--- src/rtl/ahb_sram_slave.sv ---
// ahb_sram_slave: AHB-Lite slave backed by a word-addressed SRAM array.
// Configuration macro: AHB_SRAM_WAIT_EN. When it is defined, each legal
// transfer gets WAIT_STATES HREADYOUT-low cycles before its data cycle.
// When it is undefined, WAIT_STATES is ignored and every legal transfer is
// zero-wait.
// Handshake: an address phase is taken on a rising HCLK edge when HSEL=1,
// HREADY=1 and HTRANS is NONSEQ or SEQ. Its data phase completes on the
// first later edge where HREADYOUT=1.
// The FSM state is exported on dbg_state, and ST_IDLE encodes as 3'd0.
module ahb_sram_slave #(
  parameter int unsigned MEM_DEPTH   = 64,
  parameter logic [31:0] BASE_ADDR   = 32'h0000_0000,
  parameter int unsigned WAIT_STATES = 1
) (
  input  logic        HCLK,
  input  logic        HRESETn,
  input  logic        HSEL,
  input  logic [31:0] HADDR,
  input  logic [31:0] HWDATA,
  input  logic        HWRITE,
  input  logic [2:0]  HBURST,
  input  logic [2:0]  HSIZE,
  input  logic [1:0]  HTRANS,
  input  logic        HREADY,
  output logic        HREADYOUT,
  output logic        HRESP,
  output logic [31:0] HRDATA,
  output logic [15:0] XFER_CNT,
  output logic [2:0]  dbg_state
);
  localparam int AW = (MEM_DEPTH > 1) ? $clog2(MEM_DEPTH) : 1;
  localparam logic [1:0] TR_NONSEQ  = 2'b10;
  localparam logic [1:0] TR_SEQ     = 2'b11;
  localparam logic [2:0] SIZE_WORD  = 3'b010;
  localparam logic       RESP_OKAY  = 1'b0;
  localparam logic       RESP_ERROR = 1'b1;

  typedef enum logic [2:0] {
    ST_IDLE = 3'd0,
`ifdef AHB_SRAM_WAIT_EN
    ST_WAIT = 3'd1,
`endif
    ST_DATA = 3'd2,
    ST_ERR1 = 3'd3,
    ST_ERR2 = 3'd4
  } state_t;

`ifdef AHB_SRAM_WAIT_EN
  localparam logic [2:0] WS       = 3'(WAIT_STATES);
  localparam state_t     ST_LEGAL = (WAIT_STATES > 0) ? ST_WAIT : ST_DATA;
  logic [2:0] wait_cnt_q;
`else
  localparam state_t     ST_LEGAL = ST_DATA;
`endif

  state_t        state_q, state_d;
  logic [31:0]   mem [0:MEM_DEPTH-1];
  logic [AW-1:0] idx_q;
  logic          wr_q;
  logic [15:0]   xfer_cnt_q;
  logic [31:0]   index;
  logic          accept, legal, take;
  logic          unused_bits;

  // Address-phase decode: the offset from BASE_ADDR is unsigned, so addresses below the base wrap high and fail the range test.
  assign accept = HSEL && HREADY && (HTRANS == TR_NONSEQ || HTRANS == TR_SEQ);
  assign index  = HADDR - BASE_ADDR;
  assign legal  = (index < 32'(MEM_DEPTH)) && (HSIZE == SIZE_WORD);

  assign XFER_CNT    = xfer_cnt_q;
  assign dbg_state   = state_q;
  assign unused_bits = ^{HBURST, index[31:AW], 32'(WAIT_STATES)};

  // Next state and bus outputs. ST_DATA and ST_ERR2 leave HREADYOUT high, so they can take a new address phase just as ST_IDLE does.
  always_comb begin
    state_d   = state_q;
    take      = 1'b0;
    HREADYOUT = 1'b1;
    HRESP     = RESP_OKAY;
    HRDATA    = 32'h0;
    case (state_q)
      ST_IDLE, ST_DATA, ST_ERR2: begin
        if (state_q == ST_DATA && !wr_q) HRDATA = mem[idx_q];
        if (state_q == ST_ERR2) HRESP = RESP_ERROR;
        take = accept;
        if (accept) state_d = legal ? ST_LEGAL : ST_ERR1;
        else        state_d = ST_IDLE;
      end
`ifdef AHB_SRAM_WAIT_EN
      ST_WAIT: begin
        HREADYOUT = 1'b0;
        if (wait_cnt_q <= 3'd1) state_d = ST_DATA;
      end
`endif
      ST_ERR1: begin
        HREADYOUT = 1'b0;
        HRESP     = RESP_ERROR;
        state_d   = ST_ERR2;
      end
      default: state_d = ST_IDLE;
    endcase
  end

  // State, address-phase capture and completion counter.
  always_ff @(posedge HCLK or negedge HRESETn) begin
    if (!HRESETn) begin
      state_q    <= ST_IDLE;
      xfer_cnt_q <= 16'h0;
      idx_q      <= '0;
      wr_q       <= 1'b0;
    end else begin
      state_q <= state_d;
      if (state_q == ST_DATA) xfer_cnt_q <= xfer_cnt_q + 16'h1;
      if (take) begin
        idx_q <= index[AW-1:0];
        wr_q  <= HWRITE;
      end
    end
  end

`ifdef AHB_SRAM_WAIT_EN
  // Wait-state down-counter: it is loaded on entry to ST_WAIT and decremented while in that state.
  always_ff @(posedge HCLK or negedge HRESETn) begin
    if (!HRESETn)                wait_cnt_q <= 3'd0;
    else if (state_q == ST_WAIT) wait_cnt_q <= wait_cnt_q - 3'd1;
    else if (state_d == ST_WAIT) wait_cnt_q <= WS;
  end
`endif

  // Storage. It has no reset, and a write commits only on a completing ST_DATA edge.
  always_ff @(posedge HCLK) begin
    if (state_q == ST_DATA && wr_q) mem[idx_q] <= HWDATA;
  end

endmodule

--- config.mk ---
export PLATFORM = sky130hd
export DESIGN_NAME = ahb_sram_slave
export DESIGN_NICKNAME = d
export VERILOG_FILES = /design/src/rtl/ahb_sram_slave.sv
export SDC_FILE = /design/constraint.sdc
export NUM_CORES = 2
export LEC_CHECK = 0
export CAP_MARGIN = 10
export CORE_MARGIN = 2
export CORE_UTILIZATION = 55
export DETAILED_ROUTE_END_ITERATION = 16
export PLACE_DENSITY = 0.73
export SLEW_MARGIN = 10
export SYNTH_ARGS = -nofsm -noshare
export SYNTH_HDL_FRONTEND = slang
export SYNTH_SLANG_ARGS = --single-unit
--- constraint.sdc ---
create_clock -name HCLK -period 3.15 [get_ports HCLK]
set_input_delay 0.315 -clock HCLK [delete_from_list [all_inputs] [get_ports HCLK]]
set_output_delay 0.315 -clock HCLK [all_outputs]
set_load 0.02 [all_outputs]
# Word level (Yosys, flattened, before mapping)
# Memory sizes are Yosys's and may differ from the RTL's.
# Cells that the tools add are included.
# word_totals
mem_bits_rw	2048
output_inout_bits	53
memories	1
inputBits	77
regBits	26
# classes
mux	11
addsub	1
reduce_logical	9
order_cmp	1
eq_ne	6
# mem_list
memory	depth	word_bits	read_ports	rd_ports_with_merged_regs	write_ports	line_no	source
mem	64	32	1	0	1	57	logic [31:0] mem [0:MEM_DEPTH-1];
# op_table
op	count
$mux 32	2
$lt 32x7->1 const B	1
$add 16x1->16 const B	1
$eq 3x2->1 const B	3
$mux 1	6
$pmux 3 s2	1
$logic_and 1x1->1	5
$eq 2x2->1 const B	2
$eq 3x3->1 const B	1
$logic_not 3->1	1
$reduce_or 3->1	1
$mux 2	1
$pmux 1 s2	1
$logic_not 1->1	1
$logic_or 1x1->1	1

# Longest topological paths before layout
# logic_depth
ltp_word	5
depth_mapped	9
ltp_nobuf	5

# Worst setup path before layout
# Ideal clock, no wire load.
# synth_timing
kind	flip-flop to flip-flop
start	register state_q[2] (netlist: dbg_state[2])
end	memory mem[13][0] (enable)
arrival_ns	2.831
setup_slack_ns	-0.102
path_buffers	1
stages_incl_launch_ff	6
setup_time_ns	0.421
period_less_slack_ns	3.252
path_cell_list	dfrtp_1 nor3b_2 and2_1 clkbuf_1 nand2_1 nor2_1
# synth_between
elab_chain_len	4
# synth_rtl
element	line_no	source
from (decl)	56	state_t state_q, state_d;
from (signal assigned)	112	state_q <= state_d;
$eq 3x2->1	132	if (state_q == ST_DATA && wr_q) mem[idx_q] <= HWDATA;
$logic_and 1x1->1	132	
$mux 1	132	
$mux 1 (implied by the code)	132	
to (decl)	57	
# Every way passes these cells.

# Final worst setup path
# layout_timing
start	register idx_q[0]
end	output HRDATA[15]
# layout_between
elab_chain_len	3
# layout_rtl
element	line_no	source
from (decl)	58	logic [AW-1:0] idx_q;
from (signal assigned)	115	idx_q <= index[AW-1:0];
$mem_v2 64x32	--	
$mux 32	83	if (state_q == ST_DATA && !wr_q) HRDATA = mem[idx_q];
$mux 32	81	case (state_q)
to (decl)	27	output logic [31:0] HRDATA,
# Every way passes these cells.

==> impl_metrics.py <==
metrics = {
    "route": {
        "drt-wirelength-per-cell_um": 33.3,
        "drt.antenna.violating_nets": 0,
        "wirelength_um": 218000,
        "drc": 0,
        "dr_total_vias": 44000,
        "viasPerCell": 6.73,
        "firstDrtPassIters": 6,
        "first_iter_violations": 6304,
    },
    "hold_path": {
        "min_path_type": "in -> reg",
    },
    "timing": {
        "finalCriticalPeriod_ns": 3.92,
        "worst_pin_slew_ns": 1.27,
        "final_hold_viol_count": 0,
        "finalMaxSlewViolations": 0,
        "fin_ws_ns": -0.775,
        "min_period_over_period": 1.25,
        "setup_viol": 32,
        "slew-limit-headroom": 0.151,
        "clock_skew_ns": 0.0277,
        "tns_ns": -21.21,
        "hold_slack_ns": 0.0457,
        "max_freq_mhz": 255,
        "rsz0062_at_grt": "yes",
    },
    "setup_path": {
        "cp-end-kind": "primary output",
        "crit_start": "idx_q[0]",
        "setup.worst_path.end": "HRDATA[15]",
        "cp_max_fo": 8,
        "cp.required_ns": 2.83,
        "reg2reg_slack_ns": 0.21,
        "regToRegEndpoint": "mem[60][15]",
        "crit_type": "reg -> out",
        "r2r-start": "idx_q[0]",
        "rr_worst_depth": 11,
        "worst_setup_path_start_kind": "flip-flop",
        "arrival_ns": 3.61,
    },
    "synthesis": {
        "async_flop_share": 0.0125,
        "yosys_warnings": 0,
        "synth-seq-cells": 2074,
        "synth.distinct_cells": 62,
        "synth_fp_nets": 3850,
        "synth_area_per_cell_um2": 20.8,
        "synthCells": 3772,
        "yosysSeqAreaShare": 0.793,
        "synth_edf_count": 2048,
        "synthesis.area_mm2": 0.0783,
        "synth_top_flop_cell": "edfxtp_1",
    },
    "floorplanning": {
        "coreArea_mm2": 0.141,
        "rows": 138,
        "die-width_um": 381,
        "die_area_mm2": 0.145,
        "start_util": 0.554,
        "ioPinCount": 130,
        "die_y_um": 381,
    },
    "power": {
        "power_mw": 65.1,
        "irDropWorstVdd_uv": 544,
        "power_density_mw_per_mm2": 678,
        "p_leak_nw": 30.6,
    },
    "clock_tree": {
        "htreeDepth": 4,
        "clk-insertion-delay-late_ns": 0.81,
        "cts_sinks": 2074,
        "cts-root-buf": "clkbuf_16",
        "clk_pin_slew_ns": 0.07,
        "tritoncts": "built",
        "cts_made_buffers": 198,
        "cts_buffer_depth": 3,
    },
    "final_layout": {
        "synthToLayoutAreaGrowth_pct": 22.6,
        "design_area_mm2": 0.0961,
        "layout_commonest_cell": "edfxtp_1",
        "nets": 4553,
        "utilization": 0.679,
        "layout_common_cells": "2048 x edfxtp_1, 397 x buf_4, 278 x mux4_2",
        "n_fill_cell": 8341,
        "final_cells": 6533,
        "drive_gt1_frac": 0.335,
    },
    "global_route": {
        "grt_max_degree": 76,
        "grt_antenna_before_repair": 11,
        "grt_pass1_wl_um": 310000,
        "grt_pass1_vias": 43900,
        "grt-ovfl-total": 0,
        "grt.total_usage": 0.298,
    },
    "run_status": {
        "status": "finished with violations",
        "violations": "negative setup slack",
    },
    "place": {
        "place_ws_ns": -0.727,
        "dpl.cell_count": 6072,
        "place_hpwl_um": 124000,
        "gp_congestion": 0.932,
        "dpl_cell_area_mm2": 0.0865,
        "portBuffers": 125,
    },
    "flow_run": {
        "drv_cap": 0,
    },
}
-- power breakdown --
part,switching (mW),internal (mW),total [mW]
combinational,6.33,5.22,11.5
sequential,0.0897,30.4,30.5
clock,10.0,13.1,23.1
-- worst max-delay path, stage by stage (launching register included) --
cell and delay, ns:
dfrtp_4 0.55, buf_12 0.20, buf_16 0.17, buf_16 0.15, buf_4 0.12, mux4_2 0.50
mux2i_2 0.22, o22ai_2 0.15, nor2_4 0.23, buf_6 0.16, a31oi_4 0.12, buf_6 0.18
-- state kept, by name, summed over array words and instances, names as in the netlist --
| register | cells |
|---|---|
| XFER_CNT | 16 |
| dbg_state | 3 |
| idx_q | 6 |
| mem | 2048 |
| wr_q | 1 |
-- cell usage after synthesis (3+ instances only) --
| master | number | area share |
|---|---|---|
| a311oi_1 | 32 | 0.0036 |
| and2_1 | 3 | 0.00024 |
| buf_1 | 7 | 0.00034 |
| mux2_2 | 6 | 0.00086 |
| a22oi_1 | 216 | 0.021 |
| o211a_1 | 4 | 0.00051 |
| mux4_2 | 278 | 0.080 |
| inv_1 | 8 | 0.00038 |
| buf_4 | 40 | 0.0038 |
| buf_2 | 114 | 0.0073 |
| a31oi_1 | 32 | 0.0026 |
| nand2_1 | 37 | 0.0018 |
| nor4_1 | 5 | 0.00040 |
| nor2_1 | 139 | 0.0067 |
| o211ai_1 | 58 | 0.0056 |
| nand4_1 | 6 | 0.00048 |
| nand3_1 | 10 | 0.00064 |
| o21ai_0 | 8 | 0.00051 |
| dfrtp_1 | 26 | 0.0083 |
| xor2_1 | 4 | 0.00045 |
| clkbuf_1 | 82 | 0.0039 |
| mux2i_1 | 147 | 0.019 |
| nor3b_2 | 4 | 0.00064 |
| buf_8 | 5 | 0.00096 |
| edfxtp_1 | 2048 | 0.78 |
| and3_1 | 3 | 0.00024 |
| buf_6 | 8 | 0.0011 |
| a221oi_1 | 244 | 0.027 |
| nand3b_1 | 5 | 0.00048 |
| xnor2_1 | 11 | 0.0012 |
| a21oi_1 | 35 | 0.0022 |
| nor3_1 | 3 | 0.00019 |
| o22a_1 | 7 | 0.00078 |
| a221o_1 | 3 | 0.00038 |
| and3b_1 | 3 | 0.00034 |
| o311ai_0 | 4 | 0.00045 |
| o22ai_1 | 94 | 0.0075 |
| nand2b_1 | 4 | 0.00032 |
-- metal layers --
metal | up-vias | share of wire | global-route usage
li1 | 17700 | - | -
met1 | 22600 | 0.35 | 0.402
met2 | 3168 | 0.48 | 0.475
met3 | 529 | 0.12 | 0.0624
met4 | 4 | 0.049 | 0.127
met5 | - | 0.00012 | 0
-- cell families after synthesis --
| logic type | Yosys count | synth area share |
|---|---|---|
| DFF | 2074 | 0.793 |
| AOI/OAI and AO/OA | 747 | 0.0732 |
| muxes | 431 | 0.0996 |
| buffers and inverters | 268 | 0.0183 |
| and+or+nand+nor | 236 | 0.0139 |
| xor gates and xnor gates | 15 | 0.00168 |
| adders and majority gates | 1 | 0.000160 |
-- area by class of cell --
type | count | area, µm² | share of cell area
Tap cell | 1890 | 2360 | 0.0246
Clock buffer | 242 | 5140 | 0.0535
Clock inverter | 123 | 1100 | 0.0114
Sequential cell | 2074 | 62200 | 0.647
Timing Repair Buffer | 760 | 8420 | 0.0877
Multi-Input combinational cell | 1430 | 16800 | 0.175
Inverter | 11 | 53.8 | 0.000560
Antenna cell | 3 | 7.51 | 0.0000782
-- worst min-delay path by stage --
stage	startpoint	endpoint	cells after the start
global placement	XFER_CNT[15]	XFER_CNT[15]	1
global route	HWRITE	wr_q	3
finish	HWRITE	wr_q	3
CTS	HWRITE	wr_q	3
floorplan	HRESETn	XFER_CNT[0]	0
detailed placement	XFER_CNT[15]	XFER_CNT[15]	1
-- timing repair --
item / 4_1_cts / 5_1_grt
setup buffers: 68 / 27
pin swaps: 81 / 68
resized for setup: 437 / 115
hold buffers: 3 / 0
endpoints found under the setup margin: 32 / 32
endpoints found under the hold margin: 51 / 0
gates cloned: 16 / 2
Power figures use the tool's default switching activity.
